### config.mk
export PLATFORM = sky130hd
export DESIGN_NAME = pwmdemod
export DESIGN_NICKNAME = d
export VERILOG_FILES = /design/src/rtl/pwmdemod_pkg.sv /design/src/rtl/pwmdemod_edge.sv /design/src/rtl/pwmdemod.sv
export SDC_FILE = /design/constraint.sdc
export NUM_CORES = 1
export LEC_CHECK = 0
export ABC_AREA = 1
export CORE_MARGIN = 1.5
export CORE_UTILIZATION = 54
export DETAILED_ROUTE_END_ITERATION = 8
export PLACE_DENSITY = 0.8
export SLEW_MARGIN = 20
export SYNTH_ARGS = -nofsm -noshare
export SYNTH_HDL_FRONTEND = slang
export SYNTH_SLANG_ARGS = --single-unit
### constraint.sdc
create_clock -name clk -period 1.68 [get_ports clk]
set_input_delay 0.168 -clock clk [delete_from_list [all_inputs] [get_ports clk]]
set_output_delay 0.168 -clock clk [all_outputs]
set_load 0.02 [all_outputs]
### src/rtl/pwmdemod_pkg.sv
// pwmdemod_pkg: shared state encoding and helpers for the PWM demodulator.
// Rev 1.0
`default_nettype none

package pwmdemod_pkg;

  typedef enum logic [1:0] {
    IDLE = 2'd0,
    ACQ  = 2'd1,
    LOCK = 2'd2
  } state_t;

  // Counters must hold the timeout value plus headroom for saturation.
  function automatic int cnt_width(input int freq, input int tol);
    return $clog2(freq + tol + 2);
  endfunction

  function automatic logic in_window(input int meas, input int nom, input int tol);
    int diff;
    diff = (meas > nom) ? (meas - nom) : (nom - meas);
    return (diff <= tol);
  endfunction

endpackage

`default_nettype wire

### src/rtl/pwmdemod_edge.sv
// pwmdemod_edge: 2-flop synchronizer, optional 3-sample majority filter
// (PWMDEMOD_GLITCH_FILTER_EN), registered rise/fall strobes. Rev 1.0
`default_nettype none

module pwmdemod_edge (
  input  logic clk,
  input  logic rst,
  input  logic din,
  output logic sync_out,
  output logic rise,
  output logic fall
);

  logic s1, s2, cur, prev;

  always_ff @(posedge clk) begin
    if (rst) begin
      s1 <= 1'b0;
      s2 <= 1'b0;
    end else begin
      s1 <= din;
      s2 <= s1;
    end
  end

`ifdef PWMDEMOD_GLITCH_FILTER_EN
  logic f1, f2;

  // Any single-sample excursion is outvoted by its two neighbours.
  always_ff @(posedge clk) begin
    if (rst) begin
      f1  <= 1'b0;
      f2  <= 1'b0;
      cur <= 1'b0;
    end else begin
      f1  <= s2;
      f2  <= f1;
      cur <= (s2 & f1) | (s2 & f2) | (f1 & f2);
    end
  end
`else
  assign cur = s2;
`endif

  always_ff @(posedge clk) begin
    if (rst) begin
      prev <= 1'b0;
      rise <= 1'b0;
      fall <= 1'b0;
    end else begin
      prev <= cur;
      rise <= cur & ~prev;
      fall <= ~cur & prev;
    end
  end

  // prev is the level aligned with the strobes.
  assign sync_out = prev;

endmodule

`default_nettype wire

### src/rtl/pwmdemod.sv
// pwmdemod: recovers a 1-bit level from a PWM carrier by checking period and
// high time. Optional input filter via PWMDEMOD_GLITCH_FILTER_EN. Rev 1.0
`default_nettype none

module pwmdemod
  import pwmdemod_pkg::*;
#(
  parameter int DIVIDER_FREQ  = 10,
  parameter int DIVIDER_DTY   = 3,
  parameter int TOLERANCE     = 1,
  parameter int VALID_PERIODS = 2
) (
  input  logic clk,
  input  logic rst,
  input  logic din,
  output logic dout,
  output logic err
);

  localparam int CNT_W  = cnt_width(DIVIDER_FREQ, TOLERANCE);
  localparam int GOOD_W = $clog2(VALID_PERIODS + 1);
  localparam logic [CNT_W-1:0]  CNT_MAX   = '1;
  localparam logic [CNT_W-1:0]  TIMEOUT   = CNT_W'(DIVIDER_FREQ + TOLERANCE + 1);
  localparam logic [CNT_W-1:0]  STUCK     = CNT_W'(DIVIDER_DTY + TOLERANCE + 1);
  localparam logic [GOOD_W-1:0] GOOD_LAST = GOOD_W'(VALID_PERIODS - 1);

  logic              level, rise, fall;
  logic [CNT_W-1:0]  per_cnt, hi_cnt, hi_meas;
  logic [GOOD_W-1:0] good_cnt;
  logic              period_ok;
  state_t            state;

  pwmdemod_edge u_edge (
    .clk     (clk),
    .rst     (rst),
    .din     (din),
    .sync_out(level),
    .rise    (rise),
    .fall    (fall)
  );

  assign period_ok = in_window(int'(per_cnt), DIVIDER_FREQ, TOLERANCE) &&
                     in_window(int'(hi_meas), DIVIDER_DTY, TOLERANCE);

  always_ff @(posedge clk) begin
    if (rst) begin
      per_cnt  <= '0;
      hi_cnt   <= '0;
      hi_meas  <= '0;
      good_cnt <= '0;
      state    <= IDLE;
      dout     <= 1'b0;
      err      <= 1'b0;
    end else begin
      err <= 1'b0;

      if (rise) begin
        per_cnt <= CNT_W'(1);
        hi_cnt  <= CNT_W'(1);
      end else begin
        if (per_cnt != CNT_MAX) per_cnt <= per_cnt + 1'b1;
        if (level && hi_cnt != CNT_MAX) hi_cnt <= hi_cnt + 1'b1;
      end
      if (fall) hi_meas <= hi_cnt;

      case (state)
        IDLE: begin
          if (rise) begin
            state    <= ACQ;
            good_cnt <= '0;
          end
        end
        ACQ, LOCK: begin
          // On a rise hi_cnt still holds last period's value, so the
          // stuck-high test only applies between rises.
          if (!rise && level && hi_cnt == STUCK) begin
            err   <= 1'b1;
            dout  <= 1'b0;
            state <= IDLE;
          end else if (rise) begin
            if (!period_ok) begin
              err      <= 1'b1;
              dout     <= 1'b0;
              state    <= ACQ;
              good_cnt <= '0;
            end else if (state == ACQ) begin
              if (good_cnt == GOOD_LAST) begin
                state    <= LOCK;
                dout     <= 1'b1;
                good_cnt <= '0;
              end else begin
                good_cnt <= good_cnt + 1'b1;
              end
            end
          end else if (per_cnt == TIMEOUT) begin
            dout  <= 1'b0;
            state <= IDLE;
          end
        end
        default: begin
          dout  <= 1'b0;
          state <= IDLE;
        end
      endcase
    end
  end

endmodule

`default_nettype wire

==> results.cfg <==
[synthesis]
synth-compound-area-share_pct = 12.3
synth_mux_area_share_pct = 0
synth_ff_type = dfxtp_1
syn_avg_cell_area_um2 = 7.03
synthCells = 205
synth_xor_xnor_area_share_pct = 0.608
syn_nets = 224
synth-edff-count = 0
netlist_area_um2 = 1440
ys_warn_count = 0
ys_seq_area_share_pct = 31.9
synth.distinct_cells = 26
async_flop_share_pct = 0
synth_top_family_by_area = simple AND/OR/NAND/NOR gates
ys_ff_latch = 23
synth_fa_ha_area_share_pct = 13.9
yosys.area_share.simple_pct = 30.5

[routing]
routed_via_density = 5.25
ant_nets = 0
first_iter_violations = 38
via_count = 1387
wl_um = 3440
wl_per_cell_um = 13.0
drtPass1Iterations = 4
drc = 0

[sta]
final.setup.worst_slack_ns = -0.139
worst-slew-pin-transition_ns = 0.335
relSlewSlack_pct = 77.7
finalCritPeriodShare_pct = 108
rsz0062_at_grt = yes
finalSetupViolCount = 5
finalHoldViolCount = 0
max_freq_mhz = 550
slew_violations = 0
fin_crit_ns = 1.82
fin_worst_skew_ns = 0.00173

[global_route]
grt_pass1_wl_um = 5110
antenna_found_initial = 0
grt_pass1_vias = 1210
groute.usage.overall_pct = 23.9
overflow = 0
grt_max_degree = 15

[run_status]
outcome = complete, but fails checks
violations = setup timing

[setup_path]
endpoint_kind = flop
critPathKind = flop to flop
cp_slowest_cell = dfxtp_4
cp.arrival_ns = 2.08
crit_chain = inv_4 > buf_4 > ha_4 > a21oi_4 > nor2_4 > nand2_2 > a21oi_4 > nand4_1 > nor2_1 > nand3_1 > a21oi_2
slowest_delay_ns = 0.39
rr_worst_depth = 11
path_common_cell = a21oi_4
cp_max_fo = 3
r2r_end = state[1]
crit_required_ns = 1.94
cp-startpoint = per_cnt[1]
setup.worst_path.start_class = flop
regToRegStartpoint = per_cnt[1]
reg2reg_slack_ns = -0.14

[floorplan]
dieArea_um2 = 2990
die_w_um = 54.7
initial_utilization_pct = 57.7
placementRows = 18
core_um2 = 2500
chipHeight_um = 54.7
ios = 5

[cells_and_area]
fin_area_um2 = 1910
fin_nets = 254
regArea_um2 = 470
areaGrowthSynthToFinish_pct = 32.8
final_common_cell = nand2_1
most-common-layout-cells = nand2_1 (31), inv_1 (27), nor2_1 (27)
multi_input_area_um2 = 1000
finish.utilization_pct = 76.6
fill_cells = 189
drive_above_1_share_pct = 35.0
antenna_cells = 0

[min_path]
hold_end = u_edge.s1
hp-start = din
hold_depth = 3
hold_class = input pin to flop

[cts]
cts.sinks = 23
clock_path_buffers = 2
htreeDepth = 1
cts-root-buf = clkbuf_4
cts_buffers = 3
path_clk_slew_ns = 0.13
clkLatencyLatePin_ns = 0.31
cts_tree = done

[placed_design]
dp_hpwl_um = 2520
place.gp.congestion = 0.858
postPlaceCellArea_um2 = 1680
port-buffer-count = 4

[flow_run]
drv_cap = 0

[power_and_ir_drop]
cellLeakagePower_nw = 0.862
ir_drop_mv = 0.638
p_per_area_nw_per_um2 = 630
==> cell usage after synthesis (3+ instances only) <==
cell type	number	area, um^2
nand2_1	35	131
inv_1	32	120
nor2_1	30	113
dfxtp_1	23	460
ha_1	16	200
a21oi_1	14	70.1
nand3_1	12	60.1
o21ai_0	12	60.1
nand2_2	6	37.5
inv_2	4	15.0
a21oi_2	3	26.3
==> state kept, by name, summed over array words and instances, names as in the netlist <==
register         flops
hi_cnt               4
dout                 1
good_cnt             2
per_cnt              4
state                2
u_edge.sync_out      1
u_edge.fall          1
u_edge.cur           1
u_edge.rise          1
hi_meas              4
u_edge.s1            1
err                  1
==> metrics by stage <==
| stage | power [mW] | std cells | worst slack, ns | TNS [ns] | hold slack, ns |
|---|---|---|---|---|---|
| after floorplan | 0.769 | 205 | 0.00158 | 0 | 0.275 |
| after global routing | 1.28 | 264 | -0.269 | -1.03 | 0.379 |
| after global placement | 0.854 | 254 | -0.0543 | -0.141 | 0.398 |
| after detailed placement | 0.868 | 254 | -0.141 | -0.590 | 0.404 |
| final | 1.21 | 264 | -0.139 | -0.473 | 0.383 |
| after CTS | 1.17 | 260 | -0.139 | -0.411 | 0.379 |
==> per-layer routing <==
metal / track usage [%] / vias to the layer above / wire length, um / share of wire, %
met5: 0 / - / 0 / 0
met4: 7.50 / 0 / 66 / 1.9
met3: 3.28 / 6 / 111 / 3.2
met2: 44.0 / 29 / 1850 / 54
met1: 28.0 / 642 / 1410 / 41
li1: - / 710 / - / -
==> worst max-delay path by stage <==
stage,end,slack [ns],cells past startpoint
final,state[1],-0.14,11
after global routing,state[1],-0.27,12
after CTS,state[0],-0.14,14
after detailed placement,good_cnt[1],-0.14,12
after global placement,state[1],-0.05,13
after floorplan,good_cnt[1],0.002,12
==> worst max-delay path: cells and delay by family, from the launching register on <==
| kind | cells | cell delay, ns |
|---|---|---|
| AO/OA/AOI/OAI | 3 | 0.37 |
| adder cells (fa/ha/maj) | 1 | 0.27 |
| buffers and inverters | 2 | 0.17 |
| flip-flops | 1 | 0.39 |
| AND/OR/NAND/NOR | 5 | 0.57 |
==> report_power, final <==
part | switching, mW | internal (mW) | leakage [nW]
clock | 0.172 | 0.0909 | 0.0139
sequential | 0.0220 | 0.569 | 0.190
combinational | 0.185 | 0.168 | 0.658
==> repair_timing <==
item,CTS,global route
pin swaps,11,17
cloned,0,0
setup buffers,2,4
resized for setup,20,19
hold buffers,0,0
setup endpoints to repair,5,5
==> final cells by class <==
class | instances | area share, %
Multi-Input combinational cell | 142 | 52.4
Clock inverter | 1 | 0.392
Clock buffer | 3 | 1.18
Tap cell | 30 | 1.96
Inverter | 37 | 7.65
Sequential cell | 23 | 24.6
Timing Repair Buffer | 28 | 11.9
==> cell families after synthesis <==
family | after synthesis
buffers and inverters | 40
AO/OA/AOI/OAI | 31
AND/OR/NAND/NOR | 94
flip-flops | 23
adder cells (fa/ha/maj) | 16
XOR/XNOR | 1
Note: power is estimated with default switching activity, not from simulation.
